**src/rtl/miner_pkg.sv**
```systemverilog
// Shared miner types: nonce width and the latency-correction helper
// used by the compare stage, the golden nonce queue and the comm block.
package miner_pkg;

    localparam int NONCE_W = 32;

    typedef logic [NONCE_W-1:0] nonce_t;

    // Wraps mod 2^NONCE_W, so small nonces map to the top of the range.
    function automatic nonce_t correct_nonce(input nonce_t raw,
                                             input nonce_t offset);
        return raw - offset;
    endfunction

endpackage

```
**src/rtl/sync_fifo_fwft.sv**
```systemverilog
// Synchronous first-word-fall-through FIFO with registered head,
// occupancy counter and flush; flush has priority over push/pop.
module sync_fifo_fwft #(
    parameter int W     = 32,
    parameter int DEPTH = 8,
    localparam int AW   = $clog2(DEPTH),
    localparam int LW   = AW + 1
) (
    input  logic          hash_clk,
    input  logic          reset,
    input  logic          push,
    input  logic [W-1:0]  push_data,
    input  logic          pop,
    input  logic          flush,
    output logic [W-1:0]  head,
    output logic          head_valid,
    output logic [LW-1:0] level,
    output logic          full,
    output logic          empty
);

    logic [W-1:0]  mem [DEPTH];
    logic [AW-1:0] rd_ptr;
    logic [AW-1:0] wr_ptr;
    logic [AW-1:0] rd_nxt;
    logic [LW-1:0] level_nxt;
    logic [W-1:0]  head_nxt;
    logic          push_ok;
    logic          pop_ok;

    assign full    = (level == LW'(DEPTH));
    assign empty   = (level == '0);
    assign pop_ok  = pop & ~empty;
    assign push_ok = push & (~full | pop_ok);
    assign rd_nxt  = rd_ptr + AW'(1);

    always_comb begin
        level_nxt = level + LW'(push_ok) - LW'(pop_ok);
        head_nxt  = head;
        // Head register mirrors mem[rd_ptr]; refresh it whenever the head moves.
        if (pop_ok) begin
            head_nxt = (level == LW'(1)) ? push_data : mem[rd_nxt];
        end else if (empty && push_ok) begin
            head_nxt = push_data;
        end
    end

    always_ff @(posedge hash_clk) begin
        if (!reset && !flush && push_ok) begin
            mem[wr_ptr] <= push_data;
        end
    end

    always_ff @(posedge hash_clk) begin
        if (reset || flush) begin
            rd_ptr     <= '0;
            wr_ptr     <= '0;
            level      <= '0;
            head       <= '0;
            head_valid <= 1'b0;
        end else begin
            if (push_ok) begin
                wr_ptr <= wr_ptr + AW'(1);
            end
            if (pop_ok) begin
                rd_ptr <= rd_nxt;
            end
            level      <= level_nxt;
            head       <= head_nxt;
            head_valid <= (level_nxt != '0);
        end
    end

endmodule

```
**src/rtl/golden_nonce_queue.sv**
```systemverilog
// Buffers latency-corrected golden-ticket nonces for the comm block
// and counts hits lost to a full queue.
module golden_nonce_queue
    import miner_pkg::*;
#(
    parameter int     DEPTH        = 8,
    parameter nonce_t NONCE_OFFSET = 32'd0,
    parameter int     CNT_W        = 8,
    localparam int    LW           = $clog2(DEPTH) + 1
) (
    input  logic             hash_clk,
    input  logic             reset,
    input  logic             hit,
    input  nonce_t           hit_nonce,
    input  logic             flush,
    output logic             out_valid,
    output nonce_t           out_nonce,
    input  logic             out_ack,
    output logic [LW-1:0]    level,
    output logic [CNT_W-1:0] overflow_cnt
);

    logic full;
    logic empty;
    logic pop;
    logic drop;

    assign pop  = out_ack & ~empty & ~flush;
    // A hit lost to flush is intentional, not an overflow.
    assign drop = hit & full & ~pop & ~flush;

    sync_fifo_fwft #(
        .W     (NONCE_W),
        .DEPTH (DEPTH)
    ) u_fifo (
        .hash_clk   (hash_clk),
        .reset      (reset),
        .push       (hit & ~flush),
        .push_data  (correct_nonce(hit_nonce, NONCE_OFFSET)),
        .pop        (pop),
        .flush      (flush),
        .head       (out_nonce),
        .head_valid (out_valid),
        .level      (level),
        .full       (full),
        .empty      (empty)
    );

    always_ff @(posedge hash_clk) begin
        if (reset) begin
            overflow_cnt <= '0;
        end else if (drop && (overflow_cnt != '1)) begin
            overflow_cnt <= overflow_cnt + CNT_W'(1);
        end
    end

endmodule

```
**config.mk**
```make
export PLATFORM = sky130hd
export DESIGN_NAME = golden_nonce_queue
export DESIGN_NICKNAME = d
export VERILOG_FILES = /design/src/rtl/miner_pkg.sv /design/src/rtl/sync_fifo_fwft.sv /design/src/rtl/golden_nonce_queue.sv
export SDC_FILE = /design/constraint.sdc
export NUM_CORES = 1
export LEC_CHECK = 0
export BUFFER_PORTS_ARGS = -buffer_cell sky130_fd_sc_hd__buf_2
export CELL_PAD_IN_SITES_DETAIL_PLACEMENT = 1
export CELL_PAD_IN_SITES_GLOBAL_PLACEMENT = 1
export CORE_ASPECT_RATIO = 0.6
export CORE_MARGIN = 4
export CORE_UTILIZATION = 45
export CTS_CLUSTER_SIZE = 40
export DETAILED_ROUTE_END_ITERATION = 10
export PLACE_DENSITY_LB_ADDON = 0.05
export SLEW_MARGIN = 20
export SYNTH_ARGS = -nofsm -noshare
export SYNTH_HDL_FRONTEND = slang
export SYNTH_SLANG_ARGS = --single-unit
```
**constraint.sdc**
```tcl
create_clock -name hash_clk -period 4.1 [get_ports hash_clk]
set_clock_uncertainty 0.2 [all_clocks]
set_input_delay 0.82 -clock hash_clk [delete_from_list [all_inputs] [get_ports hash_clk]]
set_output_delay 0.82 -clock hash_clk [all_outputs]
set_load 0.02 [all_outputs]
```
## Yosys cells after proc, flatten, opt, wreduce, memory -nomap -nowiden

Memories as Yosys holds them, arrays and structs flattened.
Cells that the tools add are included.

- Bits in writable memories: 256
- Latch bits: 0
- Register bits: 51
- Memory bits (read-only): 0
- Memories kept: 1
- Logic and storage cells: 43
- Bits of input ports: 37
- Output and inout bits: 45

- Div/mod/pow operators: 0
- Bitwise gates (word level): 13
- Multipliers: 0
- Add/sub/neg operators: 5
- Reductions and logical operators: 10
- Shift operators: 0
- Equality and inequality tests: 3
- Order comparisons: 0
- Muxes and demuxes: 5

Memory list:

| name | words | bits a word | rd ports | clocked after memory_dff | write ports | line | source |
|---|---|---|---|---|---|---|---|
| u_fifo.mem | 8 | 32 | 1 | 0 | 1 | sync_fifo_fwft.sv:22 | `logic [W-1:0] mem [DEPTH];` |

Operators by type and width:

| kind | number |
|---|---|
| 32-bit two-way mux | 3 |
| 8-bit by 1-bit adder with 8-bit output, second input constant | 1 |
| 1-bit bitwise AND | 8 |
| 8-bit != test, second input constant | 1 |
| 3-bit by 1-bit adder with 3-bit output, second input constant | 2 |
| 4-bit by 1-bit adder with 4-bit output | 1 |
| 4-bit by 1-bit equality test with 1-bit output, second input constant | 1 |
| 4-bit equality test, second input constant | 1 |
| 1-bit logical AND | 4 |
| 4-bit logical NOT | 1 |
| 1-bit NOT | 4 |
| 4-bit nonzero test | 1 |
| 4-bit by 1-bit subtractor with 4-bit output | 1 |
| 1-bit logical NOT | 2 |
| 1-bit two-way mux | 2 |
| 2-bit nonzero test | 1 |
| 1-bit logical OR | 1 |
| 1-bit OR | 1 |

## Logic depth before layout (Yosys ltp)

Gate-level depths: netlist of the first run.

- Depth after elaboration: 10
- Gate-level depth with buffers: 14
- Depth with buffers taken out: 14

## Modules after synthesis

Synthesis of the first run repeated with hierarchy kept, for this count alone.

- Cells, all modules: 817
- Area total of the unflattened synthesis: 11,876.4 um^2

By module, submodules not included:

| module | cells an instance | times used | area each (um^2) | sequential area each (um^2) |
|---|---|---|---|---|
| sync_fifo_fwft | 769 | 1 | 11,428.5 | 8,548.2 |
| golden_nonce_queue | 48 | 1 | 447.9 | 160.2 |

## Worst setup path after synthesis of the first run

Ideal clock, no wire load.

- Kind: input -> register
- Start: input flush
- End: memory u_fifo.mem[4][0] (enable)
- Buffers on the path: 1
- Slack: -392 ps
- Setup time: 461 ps
- Arrival: 3,831 ps
- Cell stages on the path: 5
- Required time: 3,439 ps
- Cells stage by stage: nor3b_1 -> o21ba_2 -> buf_2 -> nand3_1 -> nor3_1

- Cells in the longest elaborated chain, start to end: 8
- Elaborated cells between the ends (all ways): 11
- Classes of those cells: mux (2); bitwise (6); reduce/logical (3)

Ends and longest elaborated chain:

| what | line | source |
|---|---|---|
| from (decl) | golden_nonce_queue.sv:15 | `input logic flush,` |
| 1-bit NOT (*) | golden_nonce_queue.sv:28, golden_nonce_queue.sv:38 |  |
| 1-bit bitwise AND | golden_nonce_queue.sv:28 | `assign pop = out_ack & ~empty & ~flush;` |
| 1-bit bitwise AND | sync_fifo_fwft.sv:33 | `assign pop_ok = pop & ~empty;` |
| 1-bit OR | sync_fifo_fwft.sv:34 | `assign push_ok = push & (~full \| pop_ok);` |
| 1-bit bitwise AND (*) | sync_fifo_fwft.sv:34 |  |
| net u_fifo.push_ok | sync_fifo_fwft.sv:28 | `logic push_ok;` |
| 1-bit logical AND (*) | sync_fifo_fwft.sv:49 | `if (!reset && !flush && push_ok) begin` |
| 1-bit two-way mux (*) | sync_fifo_fwft.sv:49 |  |
| 1-bit two-way mux (implied by the code) (*) | sync_fifo_fwft.sv:50 | `mem[wr_ptr] <= push_data;` |
| to (decl) | sync_fifo_fwft.sv:22 |  |

Mark *: on every way through the listed nets, which the timed path passes. The rest lies on a longest branch.

## Final worst setup path of the first run

- Start: register u_fifo.level[2]
- End: register u_fifo.head_valid

- Cells in the longest elaborated chain, start to end: 10
- Elaborated cells between the ends (all ways): 12
- Classes of those cells: add/sub (2); eq/ne (1); bitwise (7); reduce/logical (2)

Ends and longest elaborated chain:

| what | line | source |
|---|---|---|
| from (decl) | sync_fifo_fwft.sv:17 | `output logic [LW-1:0] level,` |
| from (signal assigned) | sync_fifo_fwft.sv:68 | `level <= level_nxt;` |
| 4-bit logical NOT (*) | sync_fifo_fwft.sv:32 | `assign empty = (level == '0);` |
| 1-bit NOT (*) | sync_fifo_fwft.sv:33, golden_nonce_queue.sv:28 |  |
| 1-bit bitwise AND (2 in a row) | golden_nonce_queue.sv:28 |  |
| 1-bit bitwise AND (*) | sync_fifo_fwft.sv:33 |  |
| net u_fifo.pop_ok | sync_fifo_fwft.sv:29 | `logic pop_ok;` |
| 1-bit OR | sync_fifo_fwft.sv:34 |  |
| 1-bit bitwise AND | sync_fifo_fwft.sv:34 |  |
| 4-bit by 1-bit adder with 4-bit output | sync_fifo_fwft.sv:38 | `level_nxt = level + LW'(push_ok) - LW'(pop_ok);` |
| 4-bit by 1-bit subtractor with 4-bit output (*) | sync_fifo_fwft.sv:38 |  |
| 4-bit nonzero test (*) | sync_fifo_fwft.sv:70 | `head_valid <= (level_nxt != '0);` |
| to (signal assigned) | sync_fifo_fwft.sv:70 |  |
| to (decl) | sync_fifo_fwft.sv:16 | `output logic head_valid,` |

Marks and branches as above.
A chain may end at the register's enable or synchronous reset.

==> metrics.txt, run 1 <==
Worst-path clk slew=~0.060 ns; final worst slack=about 0.63 ns; GRT overflow=0; first-pass GRT wire length=~47000 µm; synthesized area per cell=between 10 and 15 µm²; Routed WL=approximately 30000 µm; FMAX=slightly below 300 MHz; Synth area leaders=edfxtp_1, dfxtp_1, nand2_1; Area Overhead vs Synth=15.2%; Longest Clk Path Bufs=3; Rows=between 40 and 50; Sink Count=around 310; Max Cap Viol=0; Iteration-0 DRC Markers=approximately 670; Top Ports=82; Synth top area share=0.642; Setup CP Type=reg -> reg; via count=7653; Final Cycle Share=0.847; die area=29400 µm²; Pins Over Slew Limit=0; Mapped Cells=just over 900; RSZ-0062 raised after global routing=no; initial antenna violation count=1; first-pass detailed-route iteration total=5; reg-to-reg startpoint=u_fifo.level[2]$_SDFF_PP0_; vias in the first global route=about 8000; CP max stage delay=around 0.55 ns; slowest CP cell=or4_1; Worst slew margin=0.553; H-tree depth=1; CTS tree=done; worst-skew pair later-pin latency=roughly 0.55 ns; share of layout cells above drive strength 1=0.169; CP bufs+invs=2; delay-heaviest family, CP=simple AND/OR/NAND/NOR gates; dpl ws=0.621 ns; CP cell instances=inv_1 -> ha_1 -> nor2b_1 -> nand2_1 -> nand2_1 -> nor2_1 -> ha_1 -> inv_1 -> ha_1 -> fa_1 -> xnor2_1 -> nor2_1 -> or4_1; post-synthesis cell type count=40; cell mode on critical path=ha_1; Post-synth EDFFs=~260; # resized after CTS=0; Core ar.=around 26000 µm²; Worst Hold Class=reg -> reg; Die W=roughly 220 µm; Post-Synthesis Net Count=between 900 and 1000; cts hold-fix bufs=0; Crit path arrival time=3.68 ns; initial core utilization=0.465; WL per Instance=approximately 22 µm; post-synth top area cell=edfxtp_1; Setup crit end kind=flop; fin area=13800 µm²; Async S/R FF share, synth=0; Mapped Area=around 12000 µm²; Hold Fails Final Rpt=0; remaining antenna violation count=0; register area=between 8000 and 9000 µm²; Yosys reg bits=about 310; Num CTS Buffers=29; post-CTS setup buffers=0; maximum number of pins on one net before global-route repair=117; CP required=about 4.3 ns; Max VDD drop=0.343 mV; most frequent cell after synthesis=edfxtp_1; Critical path origin=u_fifo.level[2]$_SDFF_PP0_; Residual DRC=0; Port Buf Inserts=81; LEAKAGE=4.83 nW; Critical Path Fanout Max=6; top post-synthesis cells by count=edfxtp_1, nand2_1, nand3_1; Root Buffer Master=clkbuf_16; sequential area share after synthesis=0.728; diode count=0; Setup TNS=0 ns; Setup Viol. Count Final=0; Synth Flop Type=edfxtp_1; fillcell total=2591; Critical Path Start Type=flop; GRT Resource Usage Total=0.210; Die Y-Extent=about 130 µm; Least-Margin Pin Slew=roughly 0.67 ns; DR vias/cell=between 5 and 6; HP Start=u_fifo.head[28]$_SDFFE_PP0P_; final total power=6.29 mW; area taken by multi-input logic gates=3110 µm²; status=completed; GP Congestion=between 0.7 and 0.8; yosys warns=0; fin nets=around 1100; Final min period=3.47 ns; dpl cell area=between 10000 and 15000 µm²; power per cell area=between 400 and 500 nW/µm²; hpwl dp=between 15000 and 20000 µm
## cell families (layout without fill, tap and decap cells)
group	Yosys count	in the layout	synth area share
adder cells (fa/ha/maj)	10	10	0.0111
multiplexers	17	17	0.0269
flip-flops	307	307	0.728
XOR/XNOR	13	13	0.00951
AO/OA/AOI/OAI	70	70	0.0361
buffers and inverters	58	165	0.0207
AND/OR/NAND/NOR	449	449	0.168
## registers in the layout, indices dropped and copies added, names as in the netlist
signal / cells
u_fifo.rd_ptr: 3
u_fifo.head: 32
overflow_cnt: 8
u_fifo.wr_ptr: 3
u_fifo.mem: 256
u_fifo.head_valid: 1
u_fifo.level: 4
## cell type report
class,instances,area share
clock buffer,40,0.0571
clock inverter,13,0.00599
inverter,6,0.00163
multi-input combinational,559,0.226
sequential,307,0.632
tap,352,0.0319
timing repair buffer,106,0.0457
## worst reg2reg max path: cells and delay by family (launching register included)
kind                     cells  cell delay [ns]
AND/OR/NAND/NOR              6             1.38
adder cells (fa/ha/maj)      4             1.12
flip-flops                   1             0.32
XOR/XNOR                     1             0.17
buffers and inverters        2             0.16
## final timing paths
| kind | slack (ns) | end | depth (start not counted) |
|---|---|---|---|
| worst max-delay path | 0.63 | u_fifo.head_valid$_SDFF_PP0_ | 13 |
| worst min-delay path | 0.26 | u_fifo.head[28]$_SDFFE_PP0P_ | 2 |
| worst max register to register | 0.63 | u_fifo.head_valid$_SDFF_PP0_ | 13 |
| worst min register to register | 0.26 | u_fifo.head[28]$_SDFFE_PP0P_ | 2 |
## power by group
part	switching, mW	internal (mW)
combinational	0.242	0.113
clock	1.11	1.40
sequential	0.0187	3.41
## layout by cell type, fill, tap and decap left out, types with 4 or more instances in the layout
cell type	count
a21oi_1	21
and2_1	4
and3_1	21
buf_2	81
buf_4	22
clkbuf_1	9
clkbuf_16	29
clkinv_1	6
clkinv_2	6
dfxtp_1	51
edfxtp_1	256
ha_1	9
inv_1	6
mux4_2	12
nand2_1	225
nand2b_1	5
nand3_1	113
nand4_1	20
nor2_1	35
nor2_4	6
nor2b_1	4
nor3b_1	4
o2111ai_1	12
o21ai_0	10
o22ai_1	20
xnor2_1	4
xor2_1	7
## metrics by stage
stage                     hold slack (ns)   util  std cells
final                               0.256  0.536       1383
after global placement              0.242  0.502       1330
after floorplan                     0.268      -        924
after global routing                0.277  0.536       1383
after detailed placement            0.251  0.502       1330
after CTS                           0.260  0.536       1383
## metal layers
layer / part of all wire / vias up / wire length [µm] / track usage
li1: - / 3537 / - / -
met5: 0.00066 / - / 20 / 0
met2: 0.45 / 162 / 13600 / 0.321
met3: 0.048 / 41 / 1450 / 0.0371
met1: 0.49 / 3911 / 14900 / 0.318
met4: 0.018 / 2 / 560 / 0.0442
No activity file was read; power rests on OpenSTA's default activity.
==> run 2: changes to the inputs <==
Settings changed: ABC_AREA from default to 1, CORE_UTILIZATION 45 to 43.
Clock period 4.1 ns to 3 ns, I/O delays scaled along.
==> run 2 against run 1 <==
Effect of this change: non-clock buffer count grew 8; final area grew 11%; routed wire length grew 16%; critical path depth shrank 4; worst hold slack lost 0.16 ns; die area grew 14%; synthesized cell count grew 44%; sequential power grew 36%.
==> metrics.txt, run 2 <==
DR vias/cell=5.06 (-8.6%); Synth top area share=0.587 (-0.0557); Iteration-0 DRC Markers=638 (-4.6%); largest registers=u_fifo.mem x256, u_fifo.head x32, overflow_cnt x8; Switch Pwr=2.14 mW (+56%); fin nets=1459 (+38%); Core ar.=30000 µm² (+17%); Rows=49 (+8.9%); Mapped Cells=1330 (+44%); fin area=15300 µm² (+11%); post-CTS setup buffers=0 (unchanged); Routed WL=35300 µm (+16%); Max VDD drop=0.479 mV (+40%); # resized after CTS=0 (unchanged); Synth area leaders=edfxtp_1, nand2_1, dfxtp_1; vias in the first global route=9532 (+19%); register name with the most flops=u_fifo.mem; cts hold-fix bufs=0 (unchanged); Worst slew margin=0.457 (-0.0958); Setup TNS=0 ns (unchanged); final total power=9.46 mW (+50%); worst-skew pair later-pin latency=0.58 ns (+0.03 ns); power per cell area=619 nW/µm² (+36%); Die Y-Extent=143 µm (+6.6%); final core utilization=0.509 (-0.0265); share of layout cells above drive strength 1=0.132 (-0.0372); fillcell total=3312 (+28%); first-pass detailed-route iteration total=4 (-1); Longest Clk Path Bufs=3 (unchanged); GRT overflow=0 (unchanged); post-synth top area cell=edfxtp_1; diode count=0 (unchanged); RSZ-0062 raised after global routing=no; Max Cap Viol=0 (unchanged); Final min period=2.60 ns (-0.868 ns); Die W=233 µm (+6.8%); maximum number of pins on one net before global-route repair=66 (-44%); GRT Resource Usage Total=0.213 (+0.00306); Crit path arrival time=2.65 ns (-1.03 ns); remaining antenna violation count=0 (unchanged); FMAX=384 MHz (+33%); clock network fraction of design power=0.441 (+0.042); non-filler instance count after layout=1844 (+33%); GP Congestion=0.752 (+4.0%); Setup Viol. Count Final=0 (unchanged); Critical Path Fanout Max=32 (+26); Setup CP Type=reg -> reg; most frequent cell after synthesis=nand2_1; Logic pwr share=0.064 (+0.008); Post-Synthesis Net Count=1377 (+42%); H-tree depth=1 (unchanged); commonest non-fill, non-tap cell in the layout=nand2_1; Root Buffer Master=clkbuf_16; Top Ports=82 (unchanged); Setup crit end kind=flop; first-pass GRT wire length=55100 µm (+16%); Sink Count=307 (unchanged); Inst Count DP=1788 (+34%); initial antenna violation count=0 (-1); top post-synthesis cells by count=nand2_1, edfxtp_1, nand3_1; Sequential Power Share=0.495 (-0.050); most frequent cells in the layout=nand2_1, edfxtp_1, nand3_1; Async S/R FF share, synth=0 (unchanged); Yosys reg bits=307 (unchanged); Port Buf Inserts=81 (unchanged); die area=33400 µm² (+14%); sequential area share after synthesis=0.664 (-0.0631); Internal Power=7.32 mW (+49%); post-synthesis cell type count=30 (-25%); initial core utilization=0.437 (-0.0280); WL per Instance=19.1 µm (-13%); hpwl dp=21400 µm (+17%); LEAKAGE=6.29 nW (+30%); Worst Hold Class=in -> reg; dpl cell area=14200 µm² (+9.8%); CP required=3.05 ns (-1.26 ns); Num CTS Buffers=30 (+3.4%); Synth Flop Type=edfxtp_1; Least-Margin Pin Slew=0.813 ns (+0.143 ns); yosys warns=0 (unchanged); status=completed; Hold Fails Final Rpt=0 (unchanged); CTS tree=done; max FFs per register=256 (unchanged); Residual DRC=0 (unchanged); Sw Share=0.226 (+0.00789); Final Cycle Share=0.868 (+0.0211); synthesized area per cell=9.85 µm² (-24%); Critical Path Start Type=flop; Pins Over Slew Limit=0 (unchanged); Post-synth EDFFs=256 (unchanged); Area Overhead vs Synth=16.5%; Worst-path clk slew=0.07 ns (about the same); Mapped Area=13100 µm² (+9.5%); via count=9326 (+22%)
## run 2: cell count changes in the layout (fill, tap and decap cells not counted), moves of 18 or more
cell / delta
and3_1: -21
inv_1: +147
nand2_1: +149
nand3_1: +60
nand4_1: -18
nor2_1: +127
o21ai_0: +32
o22ai_1: -20
## run 2: through the flow
| step | hold WS (ns) | worst slack [ns] |
|---|---|---|
| after floorplan | 0.249 | -0.471 |
| after global placement | 0.260 | 0.336 |
| after detailed placement | 0.266 | 0.299 |
| after CTS | 0.0775 | 0.376 |
| after global routing | 0.0869 | 0.0754 |
| final | 0.0975 | 0.397 |
## run 2: kinds of logic after synthesis
group                      count (synthesis)  synth area share
and+or+nand+nor                          727             0.228
DFF                                      307             0.664
buffers and inverters                    222            0.0696
AOI/OAI and AO/OA                         58            0.0237
adders and majority gates                 10            0.0101
xor gates and xnor gates                   6           0.00401
## run 2: routing by layer
| metal | GRT usage | vias to the layer above | share of wire |
|---|---|---|---|
| met1 | 0.329 | 4618 | 0.51 |
| li1 | - | 4494 | - |
| met4 | 0.0290 | 0 | 0.012 |
| met3 | 0.0373 | 36 | 0.049 |
| met2 | 0.323 | 178 | 0.43 |
| met5 | 0 | - | 0 |
## run 2: worst paths after layout
path                                                   start                            to  slack, ns  depth (start not counted)
worst max register to register    u_fifo.level[2]$_SDFF_PP0_   u_fifo.mem[4][15]$_DFFE_PP_       0.40                          9
worst min-delay path                                   reset  overflow_cnt[7]$_SDFFE_PP0P_        0.1                          2
worst min register to register  u_fifo.head[13]$_SDFFE_PP0P_  u_fifo.head[13]$_SDFFE_PP0P_       0.27                          2
worst max-delay path              u_fifo.level[2]$_SDFF_PP0_   u_fifo.mem[4][15]$_DFFE_PP_       0.40                          9
## run 2: layout make-up
cell class | instances | area (µm²) | share of cell area
Multi-Input combinational cell | 801 | 3590 | 0.235
Clock inverter | 22 | 295 | 0.0193
Clock buffer | 34 | 787 | 0.0515
Timing Repair Buffer | 114 | 778 | 0.0510
Sequential cell | 307 | 8710 | 0.571
Tap cell | 408 | 510 | 0.0334
Inverter | 158 | 594 | 0.0389
## run 2: critical path: stages (launching register included)
cell	delay [ns]
dfxtp_1	0.32
inv_1	0.07
ha_1	0.23
nand2_2	0.13
nand3_4	0.14
nand2_1	0.11
nand2_1	0.15
or2_1	0.42
nor3_4	0.22
buf_12	0.26
## run 2: power groups by stage
stage	registers (mW)	clock network, mW	logic [mW]
2_1_floorplan	4.82	0	0.318
3_3_place_gp	4.78	0	0.599
3_5_place_dp	4.78	0	0.611
4_1_cts	4.68	4.25	0.615
5_1_grt	4.69	4.45	0.678
6_report	4.68	4.17	0.607
==> run 3: changes to the inputs <==
Settings changed: CORE_ASPECT_RATIO 0.6 to 2.
==> run 3 against run 2 <==
Effect of this change: flip-flop and latch count unchanged; sequential power hardly changed; sequential share of layout area rose by 0.92 points; final cell count shrank 2.4%; combinational power about the same; worst hold slack better by 0.0090 ns; die area rose by 0.24%; core utilization down 1.1 points; worst setup slack lost 0.062 ns; routed wire length decreased by 1.2%; clock power is 16% lower.
==> metrics.txt, run 3 (same netlist as run 2, synthesis figures left out) <==
status=completed; final total power=8.78 mW (-7.2%); fin area=15000 µm² (-1.6%); Sink Count=307 (unchanged); Worst-path clk slew=0.07 ns (about the same); Hold EP=overflow_cnt[7]$_SDFFE_PP0P_; final core utilization=0.498 (-0.0114); Crit path depth=11 (+2); commonest non-fill, non-tap cell in the layout=nand2_1; maximum number of pins on one net before global-route repair=148 (+120%); DR vias/cell=5.17 (+2.3%); first-pass detailed-route iteration total=5 (+1); Setup CP Type=reg -> reg; cts hold-fix bufs=0 (unchanged); GP Congestion=0.780 (+3.8%); Hold Path Depth=2 (unchanged); Max Cap Viol=0 (unchanged); largest registers=u_fifo.mem x256, u_fifo.head x32, overflow_cnt x8; # resized after CTS=0 (unchanged); post-CTS setup buffers=0 (unchanged); Setup Viol. Count Final=0 (unchanged); GRT overflow=0 (unchanged); via count=9304 (-0.24%); Core ar.=30200 µm² (+0.66%); flop2flop setup slack=0.33 ns (-0.06 ns); Root Buffer Master=clkbuf_16; Pins Over Slew Limit=0 (unchanged); vias in the first global route=9843 (+3.3%); final worst slack=0.335 ns (-0.0624 ns); Num CTS Buffers=28 (-6.7%); register area=8710 µm² (unchanged); initial antenna violation count=2 (+2); HP Start=reset; Port Buf Inserts=81 (unchanged); worst-case hold slack=0.106 ns (+0.00897 ns); LEAKAGE=6.20 nW (-1.4%); initial core utilization=0.434 (-0.00288); max FFs per register=256 (unchanged); GRT Resource Usage Total=0.207 (-0.00573); CP cell instances=inv_1 -> ha_1 -> inv_1 -> nor3_2 -> nand2_1 -> nand2_1 -> inv_1 -> ha_1 -> fa_1 -> xnor2_1 -> a41oi_1; Longest Clk Path Bufs=3 (unchanged); hpwl dp=21100 µm (-1.1%); reg-to-reg startpoint=u_fifo.level[2]$_SDFF_PP0_; remaining antenna violation count=0 (unchanged); worst-skew pair later-pin latency=0.55 ns (-0.03 ns); CP bufs+invs=3 (+1); Final Cycle Share=0.888 (+0.0208); Routed WL=34900 µm (-1.2%); fin nets=1455 (-0.27%); dpl cell area=14100 µm² (-0.28%); delay-heaviest family, CP=adder cells; Setup TNS=0 ns (unchanged); Rows=90 (+84%); Max VDD drop=0.433 mV (-9.6%); R2R Path End=u_fifo.head_valid$_SDFF_PP0_; WL per Instance=19.4 µm (+1.2%); Final min period=2.67 ns (+0.0624 ns); power per cell area=584 nW/µm² (-5.7%); first-pass GRT wire length=54500 µm (-1.1%); die area=33500 µm² (+0.24%); Worst Hold Class=in -> reg; area taken by multi-input logic gates=3590 µm² (unchanged); Residual DRC=0 (unchanged); Worst slew margin=0.469 (+0.0115); register name with the most flops=u_fifo.mem; Iteration-0 DRC Markers=501 (-21%); Critical Path Fanout Max=7 (-78%); FMAX=375 MHz (-2.3%); dpl ws=0.235 ns (-0.0640 ns); fillcell total=3389 (+2.3%); share of layout cells above drive strength 1=0.121 (-0.0106); Area Overhead vs Synth=14.6%; CP required=3.21 ns (+0.16 ns); Die W=131 µm (-44%); Die Y-Extent=255 µm (+78%); Crit path arrival time=2.87 ns (+0.22 ns); Critical Path Start Type=flop; Hold Fails Final Rpt=0 (unchanged); Inst Count DP=1746 (-2.3%); slowest CP cell=fa_1; Setup crit end kind=flop; cell mode on critical path=inv_1; most frequent cells in the layout=nand2_1, edfxtp_1, nand3_1; Top Ports=82 (unchanged); CP max stage delay=0.41 ns (about the same); RSZ-0062 raised after global routing=no; Least-Margin Pin Slew=0.796 ns (-0.0172 ns); R2R depth=11 (+2); non-filler instance count after layout=1799 (-2.4%); CTS tree=done; H-tree depth=1 (unchanged)
run 3: cell types whose count changed in the layout (fill, tap and decap cells not counted), moves of 2 or more:
cell	delta
buf_12	+2
buf_4	-4
bufinv_16	-6
clkbuf_1	+6
clkbuf_16	-2
clkbuf_8	+3
clkinv_1	+4
clkinv_2	-6
clkinvlp_4	-4
run 3: worst max-delay path by stage:
stage                                           from                            to  slack [ns]
after floorplan           u_fifo.level[2]$_SDFF_PP0_    u_fifo.mem[0][0]$_DFFE_PP_       -0.47
after global placement                         flush   u_fifo.mem[5][26]$_DFFE_PP_        0.31
after detailed placement                       flush   u_fifo.mem[5][26]$_DFFE_PP_        0.24
after CTS                 u_fifo.level[2]$_SDFF_PP0_   u_fifo.mem[5][30]$_DFFE_PP_        0.30
after global routing      u_fifo.level[2]$_SDFF_PP0_  u_fifo.head_valid$_SDFF_PP0_        0.11
final                     u_fifo.level[2]$_SDFF_PP0_  u_fifo.head_valid$_SDFF_PP0_        0.33
run 3: routing by layer:
metal  vias up  global-route usage  routed length, µm
li1       4479                   -                  -
met1      4587               0.232              13600
met2       169               0.407              19200
met3        67              0.0244               1160
met4         2              0.0655                899
met5         -                   0                 13
run 3: layout make-up:
cell class | instances | share of cell area
diodes | 1 | 0.000167
repair buffers | 112 | 0.0525
flip-flops and latches | 307 | 0.580
clock inverters | 11 | 0.00508
inverters | 158 | 0.0396
multi-input cells | 801 | 0.239
well taps | 368 | 0.0306
clock buffers | 41 | 0.0533
run 3: power by group:
| group | leakage, nW | total (mW) | switching [mW] | internal (mW) |
|---|---|---|---|---|
| combinational | 3.05 | 0.605 | 0.436 | 0.169 |
| sequential | 2.72 | 4.68 | 0.0239 | 4.66 |
| clock | 0.434 | 3.49 | 1.56 | 1.93 |
